<file path="src/rtl/sprite_pkg.sv">
// Shared types and constants for the sprite blitter: colour type, screen
// geometry and the blit sequencing states.
package sprite_pkg;

  typedef logic [23:0] rgb_t;

  localparam int SCREEN_W = 640;
  localparam int SCREEN_H = 480;

  typedef enum logic [2:0] {
    IDLE,
    FETCH,
    CAPTURE,
    WRITE,
    ADVANCE,
    DONE
  } blit_state_t;

endpackage

</file>
<file path="src/rtl/sprite_blit_cursor.sv">
// Raster cursor over the sprite texels: col runs fastest, row wraps after
// the last column. o_last flags the final texel of the sprite.
module sprite_blit_cursor #(
  parameter int SPRITE_W = 32,
  parameter int SPRITE_H = 32,
  localparam int CW = (SPRITE_W > 1) ? $clog2(SPRITE_W) : 1,
  localparam int RW = (SPRITE_H > 1) ? $clog2(SPRITE_H) : 1
) (
  input  logic          clk,
  input  logic          rst_n,
  input  logic          i_clear,
  input  logic          i_advance,
  output logic [RW-1:0] o_row,
  output logic [CW-1:0] o_col,
  output logic          o_last
);

  logic [RW-1:0] r_row;
  logic [CW-1:0] r_col;
  logic          w_col_end;
  logic          w_row_end;

  assign w_col_end = (r_col == CW'(SPRITE_W - 1));
  assign w_row_end = (r_row == RW'(SPRITE_H - 1));

  // Step the cursor one texel in raster order, or rewind it to texel 0.
  // NOTE: sequential state uses non-blocking assignments so every register
  // samples the pre-edge values and simulation matches the synthesised flops.
  always_ff @(posedge clk or negedge rst_n) begin
    if (!rst_n) begin
      r_row <= '0;
      r_col <= '0;
    end else if (i_clear) begin
      r_row <= '0;
      r_col <= '0;
    end else if (i_advance) begin
      if (w_col_end) begin
        r_col <= '0;
        r_row <= w_row_end ? '0 : r_row + 1'b1;
      end else begin
        r_col <= r_col + 1'b1;
      end
    end
  end

  assign o_row  = r_row;
  assign o_col  = r_col;
  assign o_last = w_row_end && w_col_end;

endmodule

</file>
<file path="src/rtl/sprite_blitter.sv">
// Sprite blitter: walks every texel of a sprite, reads its colour from a
// 1-cycle-latency ROM and writes on-screen texels into a 640x480 frame
// buffer with ready/valid backpressure.
// Optional feature macro: SPRITE_BLIT_TRANSPARENCY_EN -- when defined,
// texels equal to TRANSPARENT_COLOR are skipped instead of written.
module sprite_blitter #(
  parameter int                SPRITE_W          = 32,
  parameter int                SPRITE_H          = 32,
  parameter int                SCREEN_W          = sprite_pkg::SCREEN_W,
  parameter int                SCREEN_H          = sprite_pkg::SCREEN_H,
  parameter logic [18:0]       ROM_BASE          = 19'd0,
  parameter sprite_pkg::rgb_t  TRANSPARENT_COLOR = 24'hFFFFFF
) (
  input  logic        Clk,
  input  logic        Reset_n,
  input  logic        start,
  input  logic [9:0]  sprite_x,
  input  logic [9:0]  sprite_y,
  output logic        busy,
  output logic        done,
  output logic [18:0] rom_addr,
  input  logic [23:0] rom_data,
  output logic [18:0] fb_addr,
  output logic [23:0] fb_data,
  output logic        fb_we,
  input  logic        fb_ready,
  output logic [10:0] written_count
);

  import sprite_pkg::*;

  localparam int CW = (SPRITE_W > 1) ? $clog2(SPRITE_W) : 1;
  localparam int RW = (SPRITE_H > 1) ? $clog2(SPRITE_H) : 1;

`ifdef SPRITE_BLIT_TRANSPARENCY_EN
  localparam bit TRANSP_EN = 1'b1;
`else
  localparam bit TRANSP_EN = 1'b0;
`endif

  blit_state_t  r_state;
  logic [9:0]   r_sx;
  logic [9:0]   r_sy;
  logic         r_busy;
  logic         r_done;
  logic [18:0]  r_rom_addr;
  logic [18:0]  r_fb_addr;
  rgb_t         r_fb_data;
  logic         r_fb_we;
  logic [10:0]  r_count;

  logic [RW-1:0] w_row;
  logic [CW-1:0] w_col;
  logic          w_last;
  logic          w_clear;
  logic          w_advance;
  logic [10:0]   w_px;
  logic [10:0]   w_py;
  logic          w_offscreen;
  logic          w_is_key;
  logic          w_skip;
  logic [18:0]   w_fb_addr;

  assign w_clear   = (r_state == IDLE) && start;
  assign w_advance = (r_state == ADVANCE);

  sprite_blit_cursor #(
    .SPRITE_W (SPRITE_W),
    .SPRITE_H (SPRITE_H)
  ) u_cursor (
    .clk       (Clk),
    .rst_n     (Reset_n),
    .i_clear   (w_clear),
    .i_advance (w_advance),
    .o_row     (w_row),
    .o_col     (w_col),
    .o_last    (w_last)
  );

  // Screen position of the current texel, kept at 11 bits so a sprite
  // hanging past the right/bottom edge compares correctly instead of wrapping.
  assign w_px        = {1'b0, r_sx} + 11'(w_col);
  assign w_py        = {1'b0, r_sy} + 11'(w_row);
  assign w_offscreen = (w_px >= 11'(SCREEN_W)) || (w_py >= 11'(SCREEN_H));
  assign w_is_key    = (rom_data == TRANSPARENT_COLOR);
  assign w_skip      = w_offscreen || (TRANSP_EN && w_is_key);
  assign w_fb_addr   = 19'(w_py) * 19'(SCREEN_W) + 19'(w_px);

  // Blit sequencer: fetch, capture, optional write, advance, per texel.
  // The ROM address is a linear counter: in raster order it always equals
  // ROM_BASE + row*SPRITE_W + col, and it is ready before FETCH begins.
  always_ff @(posedge Clk or negedge Reset_n) begin
    if (!Reset_n) begin
      r_state    <= IDLE;
      r_sx       <= '0;
      r_sy       <= '0;
      r_busy     <= 1'b0;
      r_done     <= 1'b0;
      r_rom_addr <= '0;
      r_fb_addr  <= '0;
      r_fb_data  <= '0;
      r_fb_we    <= 1'b0;
      r_count    <= '0;
    end else begin
      // NOTE: done is defaulted low at the top of the block so it is a
      // single-cycle pulse; the later assignment in ADVANCE wins when taken.
      r_done <= 1'b0;
      case (r_state)
        IDLE: begin
          if (start) begin
            r_sx       <= sprite_x;
            r_sy       <= sprite_y;
            r_count    <= '0;
            r_rom_addr <= ROM_BASE;
            r_busy     <= 1'b1;
            r_state    <= FETCH;
          end
        end
        FETCH: begin
          r_state <= CAPTURE;
        end
        CAPTURE: begin
          r_fb_data <= rom_data;
          if (w_skip) begin
            r_state <= ADVANCE;
          end else begin
            r_fb_addr <= w_fb_addr;
            r_fb_we   <= 1'b1;
            r_state   <= WRITE;
          end
        end
        WRITE: begin
          if (fb_ready) begin
            r_fb_we <= 1'b0;
            r_count <= r_count + 11'd1;
            r_state <= ADVANCE;
          end
        end
        ADVANCE: begin
          if (w_last) begin
            r_busy  <= 1'b0;
            r_done  <= 1'b1;
            r_state <= DONE;
          end else begin
            r_rom_addr <= r_rom_addr + 19'd1;
            r_state    <= FETCH;
          end
        end
        DONE: begin
          r_state <= IDLE;
        end
        default: begin
          r_state <= IDLE;
        end
      endcase
    end
  end

  assign busy          = r_busy;
  assign done          = r_done;
  assign rom_addr      = r_rom_addr;
  assign fb_addr       = r_fb_addr;
  assign fb_data       = r_fb_data;
  assign fb_we         = r_fb_we;
  assign written_count = r_count;

endmodule

</file>
<file path="config.mk">
export PLATFORM = sky130hd
export DESIGN_NAME = sprite_blitter
export DESIGN_NICKNAME = d
export VERILOG_FILES = /design/src/rtl/sprite_pkg.sv /design/src/rtl/sprite_blit_cursor.sv /design/src/rtl/sprite_blitter.sv
export SDC_FILE = /design/constraint.sdc
export NUM_CORES = 1
export LEC_CHECK = 0
export ABC_AREA = 1
export BUFFER_PORTS_ARGS = -buffer_cell sky130_fd_sc_hd__buf_2
export CAP_MARGIN = 25
export CORE_MARGIN = 10
export CORE_UTILIZATION = 56
export CTS_CLUSTER_DIAMETER = 50
export DETAILED_ROUTE_END_ITERATION = 12
export PLACE_DENSITY_LB_ADDON = 0.05
export RECOVER_POWER = 25
export SLEW_MARGIN = 20
export SYNTH_ARGS = -nofsm -noshare
export SYNTH_HDL_FRONTEND = slang
export SYNTH_SLANG_ARGS = --single-unit
</file>
<file path="constraint.sdc">
create_clock -name Clk -period 4.1 [get_ports Clk]
set_input_delay 0.615 -clock Clk [delete_from_list [all_inputs] [get_ports Clk]]
set_output_delay 0.615 -clock Clk [all_outputs]
set_load 0.05 [all_outputs]
</file>
-- Yosys cells after proc, flatten, opt, wreduce, memory -nomap -nowiden
Cells that the tools add are included.
- equality and inequality tests: 11
- bitwise operators: 1
- reduce and logical (&&, ||, !) cells: 17
- $add $sub $neg: 7
- muxes and demuxes: 26
- multipliers: 1
- magnitude comparators: 2
- operators with widths (cell ; number):
    19-bit two-way mux ; 2
    19-bit case mux with 2 select lines ; 1
    5-bit two-way mux ; 7
    10-bit by 5-bit adder with 11-bit output ; 2
    11-bit two-way mux ; 2
    11-bit case mux with 2 select lines ; 1
    19-bit by 1-bit adder with 19-bit output, second input constant ; 1
    19-bit by 11-bit adder with 19-bit output ; 1
    3-bit case mux with 5 select lines ; 1
    11-bit by 3-bit multiplier with 12-bit output, second input constant ; 1
    3-bit two-way mux ; 4
    3-bit AND reduction ; 4
    11-bit by 1-bit adder with 11-bit output, second input constant ; 1
    11-bit by 10-bit greater-or-equal comparator with 1-bit output, second input constant ; 1
    11-bit by 9-bit greater-or-equal comparator with 1-bit output, second input constant ; 1
    5-bit by 1-bit adder with 5-bit output, second input constant ; 2
    5-bit equality test, second input constant ; 2
    2-bit inequality test, second input constant ; 5
    2-bit nonzero test ; 5
    2-bit AND reduction ; 4
    3-bit by 2-bit equality test with 1-bit output, second input constant ; 2
    1-bit two-way mux ; 6
    1-bit case mux with 2 select lines ; 2
    3-bit by 1-bit equality test with 1-bit output, second input constant ; 1
    5 further kinds ; 6
- bits in registers: 109
- input bits: 48
- output and inout port bits: 76
- word-level logic and storage cells: 77

-- Longest topological paths before layout
Gate-level depths: netlist (run 1).
- word-level depth: 5
- mapped depth: 24
- depth with buffers taken out: 24

-- Hierarchy
Synthesis (run 1) repeated with hierarchy kept, for this count alone.
- cell total of the unflattened synthesis: 829
- area, all modules: 6387.4 um2
- modules (own cells, without submodules) (module ; cells each ; times used ; area each (um2)):
    sprite_blitter ; 760 ; 1 ; 5845.6
    sprite_blit_cursor ; 69 ; 1 ; 541.8

-- Worst setup path before layout (run 1)
No wires, ideal clock.
- path type: reg2reg
- start point: register u_cursor.r_row[0], in the netlist u_cursor.o_row[0]
- end point: register r_fb_addr[17], in the netlist fb_addr[17]
- cell stages (with the launch flop): 17
- required time: 3982 ps
- slack: 787 ps
- arrival: 3195 ps
- library setup time: 118 ps
- cells stage by stage: dfrtp_1 ha_1 inv_1 fa_1 inv_1 nand3_1 nand2_1 xor2_1 ha_1 fa_1 xor2_1 nand3_1 nor3_1 nand3_1 xor2_1 nand2_1 nand2_1
- word-level cells in the longest chain between the ends: 5
- elaborated cells between the ends (all ways): 7
- classes of those cells: 2 x add/sub; 1 x mul; 1 x order compare; 1 x bitwise; 2 x reduce/logical
- ends and longest elaborated chain (element ; RTL line ; source):
    start, declared ; sprite_blit_cursor.sv:18 ; logic [RW-1:0] r_row;
    start signal, assigned ; sprite_blit_cursor.sv:39 ; r_row <= w_row_end ? '0 : r_row + 1'b1;
    10-bit by 5-bit adder with 11-bit output (*) ; sprite_blitter.sv:83 ; assign w_py = {1'b0, r_sy} + 11'(w_row);
    branches (longest 4 deep; another with 19-bit by 11-bit adder with 19-bit output) ; n/a ;
    end signal, assigned ; sprite_blitter.sv:127 ; r_fb_addr <= w_fb_addr;
    end, declared ; sprite_blitter.sv:47 ; logic [18:0] r_fb_addr;
Mark *: on every way between the ends.
A chain may end at the register's enable or synchronous reset.

-- Worst setup path in the final report (run 1)
- start point: register u_cursor.r_row[0], in the netlist u_cursor.o_row[0]
- end point: register r_fb_addr[16], in the netlist fb_addr[16]
Same word-level chain as after synthesis.

==> results of run 1 <==
[state kept, by name, indices dropped and copies added (netlist names), 3 cells and up]
signal,count
r_state,3
r_sx,10
u_cursor.o_row,5
r_sy,10
rom_addr,19
fb_data,24
u_cursor.o_col,5
written_count,11
fb_addr,19
[per-stage QoR]
step | cell area [sq um] | hold slack, ps | power, W
after floorplan | 6490 | 319 | 0.00421
after global placement | 7220 | 446 | 0.00488
after detailed placement | 7220 | 450 | 0.00495
after CTS | 7530 | 449 | 0.00587
after global routing | 7530 | 457 | 0.00631
final | 7530 | 458 | 0.00582
[cells in the final DEF, fill, tap and decap left out, types with 4 or more instances in the layout]
master	n
inv_1	95
dfrtp_1	109
nor3_1	18
nand3b_1	5
nand4_1	16
buf_2	122
nor2_1	41
nand3_1	56
o21ai_0	32
xor2_1	18
nand2_2	14
nand2_1	302
o21ai_2	12
inv_2	4
a21oi_1	27
clkbuf_16	9
buf_4	4
ha_1	37
fa_1	4
xnor2_1	7
[final cells by class]
| class | count | area share (%) |
|---|---|---|
| clock inverter | 4 | 0.748 |
| inverter | 99 | 4.93 |
| sequential | 109 | 36.2 |
| clock buffer | 12 | 3.41 |
| multi-input combinational | 620 | 43.8 |
| tap | 143 | 2.38 |
| timing repair buffer | 127 | 8.57 |
[critical path, delay by kind of cell, from the launching register on]
kind / cells / cell delay, ps
flip-flops: 1 / 420
adder cells (fa/ha/maj): 4 / 1580
AO/OA/AOI/OAI: 1 / 130
XOR/XNOR: 1 / 220
buffers and inverters: 2 / 170
AND/OR/NAND/NOR: 12 / 1070
[report_power, final]
part | switching (W) | internal (W) | leakage [nW]
combinational | 0.00232 | 0.000941 | 2.61
sequential | 0.000238 | 0.00141 | 1.41
clock | 0.000391 | 0.000511 | 0.153
total | 0.00295 | 0.00286 | 4.18
[synthesized netlist by cell type (all sizes together), types with 2 or more instances]
master	number	area (sq um)
nand4	17	121
buf	7	58.8
xnor2	7	61.3
dfrtp	109	2730
a22o	2	17.5
fa	4	80.1
nand3	59	310
nor4	3	18.8
nand3b	5	37.5
inv	98	368
o21ai	46	275
nor3	18	90.1
o21a	2	15.0
or2	3	18.8
nor2	47	206
o31ai	3	22.5
ha	37	463
clkbuf	10	37.5
xor2	18	158
nand2	316	1220
a21oi	28	144
[cells by family after synthesis]
group                    count (synthesis)  synth area share, %
AO/OA/AOI/OAI                           86                 7.85
XOR/XNOR                                25                 3.37
adder cells (fa/ha/maj)                 41                 8.37
buffers and inverters                  116                 7.21
flip-flops                             109                 42.0
AND/OR/NAND/NOR                        468                 31.2
[metal layers]
layer,vias up,global-route usage (%),share of wire (%)
li1,2957,-,-
met1,2685,22.5,44
met2,138,32.6,49
met3,27,5.33,5.6
met4,0,5.96,1.7
met5,-,0,0
[worst paths after layout]
check	start	endpoint	cells past startpoint
min	sprite_y[6]	r_sy[6]	3
max	u_cursor.o_row[0]	fb_addr[16]	20
max in group asynchronous	Reset_n	u_cursor.o_col[1]	2
min in group asynchronous	Reset_n	r_sy[9]	1
max reg2reg	u_cursor.o_row[0]	fb_addr[16]	20
min reg2reg	written_count[10]	written_count[10]	1
==> flow_summary.toml, run 1 <==
[route]
dr_total_vias = 5807
avgRoutedWirePerCell_microns = 13.9
drc = 0
routed_via_density = 5.21
antenna_left = 0
first_pass_iters = 4
drt_iter0_markers = 346
drt-total-wl_microns = 15500

[critical_path]
cp_cell_sequence = "ha_1 > inv_1 > fa_1 > inv_1 > nand3_1 > nand2_1 > xor2_1 > ha_1 > fa_1 > nand2_1 > nor2_1 > nand2_1 > nand3_1 > nand2_1 > nor2_1 > nand2_1 > nor2_1 > or2_2 > nand2_1 > o21ai_1"
path_class = "reg2reg"
worstSetupEndpointType = "flop"
cp_data_arrival_time_ps = 3940
crit_path_start_kind = "flop"
cp_data_required_time_ps = 4360
r2r_slack_ps = 420
critPathSlowestCell = "fa_1"
cp_max_fo = 5
crit_top_cell = "nand2_1"
slowest_delay_ps = 620

[layout]
final_util_pct = 66.2
drive_gt1_share_pct = 19.1
final-seq-area_sq_mm = 0.00273
syn2layout_area_growth_pct = 16.0
fin_cells = 1114
fillers = 983
antenna_cells = 0
nets = 1055
multi_input_area_sq_mm = 0.00330

[timing]
rsz0062_at_grt = "no"
slew_headroom_pct = -33.4
period_share_pct = 89.8
finalHoldViolations = 0
tightest_slew_ps = 2000
timing.fmax_mhz = 272
layout_min_cycle_time_ps = 3680
skew_ps = 7.08
slew_violations = 83
setup_viol = 0
fin_setup_tns_ps = 0
fin_ws_ps = 418

[global_routing]
grtUsageTotal_pct = 19.0
grt_pass1_wl_microns = 25900
grt_max_degree = 83
grt_pass1_vias = 5699
antenna_found_initial = 0
overflow = 0

[yosys]
yosysSeqAreaShare_pct = 42.0
synth_area_sq_mm = 0.00649
ys.flop_type = "dfrtp_1"
ys_seq_elements = 109
synthArstFlopShare_pct = 100
synth_cells = 845
synth_nets = 934
ys_types = 39
synth_edf_count = 0
avgSynthCellArea_sq_um = 7.68
yosysWarningCount = 0

[place]
dpl.hpwl_microns = 12000
numPortBuffers = 123
place.gp.congestion = 0.878
dp_slack_ps = 435
dpl.cell_count = 1098

[die]
rows = 39
die_h_microns = 128
die_area_sq_mm = 0.0163
io_pins = 124
start_util_pct = 57.1
core_sq_mm = 0.0114
die-width_microns = 128

[clock_network]
numCtsBuffers = 9
cts-root-buf = "clkbuf_16"
cts.hold.buffers_added = 0
cts_tree = "yes"
clk_pin_slew_ps = 70
clock_path_buffers = 2
clk_latency_ps = 350
htree_levels = 3
cts-resized-gates = 0
clock-sinks = 109
postCtsSetupBuffers = 0

[min_path]
hold_class = "in2reg"

[status]
status = "finished, violations left"
violations = "max-capacitance violations, max-slew violations"

[run]
max_cap_viol_count = 1

[pwr]
p_leak_nw = 4.18
irDropWorstVdd_mv = 0.493
pwr_density_cell_mw_per_mm2 = 772
(Power assumes the default switching activity.)
==> inputs of run 2 (changes only) <==
CELL_PAD_IN_SITES_DETAIL_PLACEMENT = 0   (was unset)
CELL_PAD_IN_SITES_GLOBAL_PLACEMENT = 1   (was unset)
CORE_UTILIZATION = 41   (was 56)
clock period = 3.6 ns   (was 4.1 ns; I/O delays follow)
==> run 2 against run 1 <==
The run still ends with max-capacitance violations, max-slew violations left. Sequential cell count stayed put. Critical path depth shrank 3. Non-clock buffer count grew 7. Count of clock-buffer cells in the layout down 3. Via count decreased by 0.62%. Cell count up 6.8%. Total power increased by 19%. Combinational power increased by 21%. Core utilization down 16 points. Clock skew hardly changed. Sequential power grew 14%. Critical endpoint unchanged. Largest power group unchanged.
==> flow_summary.toml, run 2 (synthesis gave the netlist of run 1 again) <==
[status]
status = "finished, violations left"
violations = "max-capacitance violations, max-slew violations"

[min_path]
hold_path_end = "r_sy[4]"
min_from = "sprite_y[4]"
hold_class = "in2reg"
whs_path_depth = 3

[route]
drt_iter0_markers = 245
antenna_left = 0
top_layer = "met4"
drc = 0
dr_total_vias = 5771
wl_met1_microns = 7600
first_pass_iters = 4
routed_via_density = 4.85
wl_met3_microns = 806
wl_met2_microns = 8070
drt-total-wl_microns = 16700
avgRoutedWirePerCell_microns = 14.0

[die]
io_pins = 124
core_sq_mm = 0.0154
die_area_sq_mm = 0.0213
start_util_pct = 42.2
rows = 45
die-width_microns = 146
die_h_microns = 146

[global_routing]
grtUsageTotal_pct = 15.7
grt_pass1_wl_microns = 28200
overflow = 0
grt_max_degree = 110
grt_pass1_vias = 5895
antenna_found_initial = 0

[layout]
final_common_cell = "nand2_1"
largest_reg_flops = 24
nets = 1062
final_cell_mix = "nand2_1 (299), buf_2 (122), dfrtp_1 (109)"
fillers = 1551
fin_cells = 1190
drive_gt1_share_pct = 21.6
syn2layout_area_growth_pct = 20.0

[place]
place.gp.congestion = 0.814
dpl.cell_count = 1173
dpl.hpwl_microns = 12800
numPortBuffers = 123

[critical_path]
reg2reg_to = "fb_addr[16]"
cp-startpoint = "u_cursor.o_row[0]"
worstSetupEndpointType = "flop"
cp_data_arrival_time_ps = 3540
r2r_slack_ps = 280
crit_path_start_kind = "flop"
worstReg2RegStart = "u_cursor.o_row[0]"
reg2regPathDepth = 17
path_class = "reg2reg"
cp_data_required_time_ps = 3820
cp_max_fo = 3

[clock_network]
clk_latency_ps = 350
numCtsBuffers = 9
clk_pin_slew_ps = 80
clock_path_buffers = 2
htree_levels = 3
cts.hold.buffers_added = 0
cts-root-buf = "clkbuf_16"
cts_tree = "yes"
clock-sinks = 109

[timing]
layout_min_cycle_time_ps = 3320
slew_headroom_pct = -84.3
period_share_pct = 92.3
slew_violations = 110
tightest_slew_ps = 2760
finalHoldViolations = 0
timing.fmax_mhz = 301
skew_ps = 7.36
setup_viol = 0
fin_setup_tns_ps = 0

[pwr]
irDropWorstVdd_mv = 0.449
pwr_density_cell_mw_per_mm2 = 889
p_leak_nw = 4.20

[run]
max_cap_viol_count = 1
run 2: changes by cell type in the layout (fill, tap and decap cells not counted), sizes merged:
cell / before / now
diode: 0 / 1
bufinv: 1 / 2
buf: 126 / 132
clkinv: 3 / 2
clkinvlp: 0 / 1
inv: 99 / 101
clkbuf: 13 / 11
run 2: layer usage:
metal | vias up | track usage, %
met5 | - | 0
met4 | 0 | 5.16
met3 | 17 | 3.79
met2 | 100 | 26.7
met1 | 2693 | 19.0
li1 | 2961 | -
run 2: cell type report:
cell class,instances,area (sq um),share of cell area (%)
multi-input combinational,620,3400,43.6
sequential,109,2730,35.0
timing repair buffer,134,698,8.96
inverter,99,372,4.77
tap,211,264,3.39
clock buffer,9,225,2.89
clock inverter,7,103,1.32
antenna,1,2.50,0.0321
run 2: how the worst max path moves through the flow:
stage / endpoint / depth (start not counted)
4_1_cts: fb_addr[17] / 16
3_3_place_gp: fb_addr[17] / 16
2_1_floorplan: fb_addr[17] / 16
3_5_place_dp: fb_addr[18] / 20
6_report: fb_addr[16] / 17
5_1_grt: fb_addr[18] / 24
run 2: power breakdown:
| part | switching, W | total, W | internal [W] |
|---|---|---|---|
| clock network | 0.000480 | 0.00110 | 0.000619 |
| logic | 0.00274 | 0.00395 | 0.00120 |
| registers | 0.000269 | 0.00188 | 0.00161 |
| total | 0.00349 | 0.00692 | 0.00343 |
run 2: through the flow:
step	setup WS (ps)	util, %	instance area (sq um)	total power (W)	hold slack (ps)
floorplan	287	-	6490	0.00480	244
global route	-5.28	50.7	7790	0.00753	371
finish	276	50.7	7790	0.00692	377
CTS	103	50.1	7700	0.00687	294
detailed placement	146	48.0	7370	0.00573	452
global placement	187	48.0	7370	0.00569	443
run 2: what timing repair did:
| action | 4_1_cts | 5_1_grt |
|---|---|---|
| buffers inserted | 0 | 0 |
| gates resized for setup | 0 | 21 |
| endpoints found under the setup margin | 0 | 4 |
run 2: worst max-delay path: stages (launching register included):
cell	delay [ps]
dfrtp_1	360
ha_1	170
inv_1	50
fa_1	400
xnor2_1	350
ha_1	240
ha_1	200
fa_1	460
buf_4	160
nand2_1	70
nand3_1	90
nand2_1	100
nor2_2	50
nand2_1	80
nor2_2	40
or2_2	270
nand2_1	60
o21ai_1	50
==> inputs of run 3 (changes only) <==
CORE_MARGIN = unset   (was 10)
==> run 3 against run 2 <==
The run now ends clean. Hold slack improved by 3.3 ps. Sequential cell count unchanged. Via count increased by 0.88%. Cell count did not move. Non-clock buffer count grew 1. Maximum frequency increased by 0.15%. Clock power is essentially flat. Global-route usage up 4.7 points. Die area down 23%. First-iteration DRC count fell by 2.4%. Routed wire length shrank 4.0%. Count of clock-buffer cells in the layout increased by 2.
==> flow_summary.toml, run 3 (synthesis gave the netlist of run 1 again) <==
[place]
dpl.hpwl_microns = 12000
place.gp.congestion = 0.824
numPortBuffers = 123
dp_slack_ps = -17.6
dpl_cell_area_sq_mm = 0.00736

[global_routing]
antenna_found_initial = 0
overflow = 0
grt_pass1_wl_microns = 26400
grt_pass1_vias = 5714
grtUsageTotal_pct = 20.4
grt_max_degree = 56

[timing]
skew_ps = 8.55
layout_min_cycle_time_ps = 3320
setup_viol = 0
slew_violations = 0
slew_headroom_pct = 3.05
period_share_pct = 92.2
fin_ws_ps = 280
timing.fmax_mhz = 301
rsz0062_at_grt = "no"
finalHoldViolations = 0
tightest_slew_ps = 1450

[clock_network]
clk_pin_slew_ps = 70
cts.hold.buffers_added = 0
htree_levels = 3
cts_tree = "yes"
clk_latency_ps = 350
numCtsBuffers = 9
cts-root-buf = "clkbuf_16"
clock_path_buffers = 2
clock-sinks = 109

[die]
rows = 45
io_pins = 124
die_h_microns = 128
start_util_pct = 42.4
core_sq_mm = 0.0153
die_area_sq_mm = 0.0163
die-width_microns = 128

[layout]
postLayoutCellArea_sq_mm = 0.00779
final_common_cell = "nand2_1"
syn2layout_area_growth_pct = 20.0
nets = 1063
largest_reg_flops = 24
antenna_cells = 0
final_cell_mix = "nand2_1 (299), buf_2 (122), dfrtp_1 (109)"
drive_gt1_share_pct = 21.2

[critical_path]
cp_data_arrival_time_ps = 3590
path_class = "reg2reg"
crit_buf_inv = 2
cp_max_fo = 4
worstSetupEndpointType = "flop"
slowest_delay_ps = 580
crit_top_cell = "nand2_1"
path_delay_family = "adder cells"
cp_data_required_time_ps = 3870
cp-startpoint = "u_cursor.o_row[0]"
cp_cell_sequence = "ha_1 > inv_1 > fa_1 > inv_1 > nand3_1 > nand2_2 > xor2_2 > ha_4 > fa_2 > nand2_1 > nor2_1 > nand2_1 > nand3_1 > nand2_1 > nor2_2 > nand2_1 > nor2_2 > or2_2 > nand2_1 > o21ai_1"
worstReg2RegStart = "u_cursor.o_row[0]"
critPathSlowestCell = "fa_2"
crit_path_start_kind = "flop"

[pwr]
p_seq_share_pct = 27.5
internal_power_w = 0.00341
p_comb_share_pct = 56.9
finalPower_w = 0.00687
p_leak_nw = 4.19
pwr_density_cell_mw_per_mm2 = 882
netSwitchingFraction_pct = 50.3
power.switching_w = 0.00346
clkPwrFrac_pct = 15.6
irDropWorstVdd_mv = 0.565

[run]
max_cap_viol_count = 0

[min_path]
hold_class = "in2reg"
min_from = "sprite_y[4]"

[route]
first_pass_iters = 4
avgRoutedWirePerCell_microns = 13.4
routed_via_density = 4.89
dr_total_vias = 5822
drt-total-wl_microns = 16000
drt_iter0_markers = 239
drc = 0
antenna_left = 0

[status]
status = "finished clean"
run 3: cell count changes in the layout (fill, tap and decap cells not counted), sizes merged:
cell,change
clkinvlp,+1
diode,-1
clkbuf,+2
buf,+1
inv,-2
clkinv,-1
run 3: metrics by stage:
stage	util [%]	std cells	TNS, ps	hold WS (ps)
5_1_grt	50.9	1190	0	370
6_report	50.9	1190	0	380
2_1_floorplan	-	845	0	244
3_3_place_gp	48.1	1172	0	444
3_5_place_dp	48.1	1172	-27.1	453
4_1_cts	50.2	1189	0	278
run 3: worst reg2reg max path: cells and delay by family (launching register included):
| family | cells | cell delay [ps] |
|---|---|---|
| fa+ha+maj | 4 | 1390 |
| simple gates | 12 | 1100 |
| xor+xnor | 1 | 190 |
| compound gates | 1 | 100 |
| flops | 1 | 360 |
| buf+inv | 2 | 140 |
run 3: power by group through the flow:
stage               sequential (W)  combinational (W)  clock [W]
global placement           0.00188            0.00376          0
global route               0.00194            0.00436    0.00115
CTS                        0.00188            0.00381    0.00111
detailed placement         0.00189            0.00380          0
finish                     0.00189            0.00391    0.00107
floorplan                  0.00272            0.00208          0
run 3: repair_timing:
item | in CTS | in global routing
endpoints found under the setup margin | 2 | 5
pin swaps | 0 | 4
buffers inserted | 1 | 1
gates cloned | 0 | 0
hold endpoints to repair | 0 | 0
gates resized for setup | 0 | 20
run 3: metal layers:
metal / part of all wire, % / vias to the layer above / routed length, microns / global-route usage [%]
li1: - / 2961 / - / -
met1: 45 / 2729 / 7240 / 25.3
met2: 49 / 114 / 7780 / 35.2
met3: 4.5 / 18 / 723 / 3.88
met4: 1.5 / 0 / 239 / 7.82
met5: 0 / - / 0 / 0
run 3: final timing paths:
kind                                     to  slack (ps)  cells past startpoint
worst max register to register  fb_addr[16]         280                     20
max in group asynchronous       rom_addr[4]        1030                      2
worst min-delay path                r_sy[4]         380                      3
worst max-delay path            fb_addr[16]         280                     20
worst min register to register   fb_data[5]         470                      2
min in group asynchronous           r_sy[9]         530                      1
run 3: area by class of cell:
| type | count | area (sq um) |
|---|---|---|
| clock buffer | 11 | 233 |
| clock inverter | 5 | 83.8 |
| fill | 1557 | 7520 |
| inverter | 99 | 372 |
| multi-input combinational | 620 | 3410 |
| sequential | 109 | 2730 |
| tap | 211 | 264 |
| timing repair buffer | 135 | 703 |
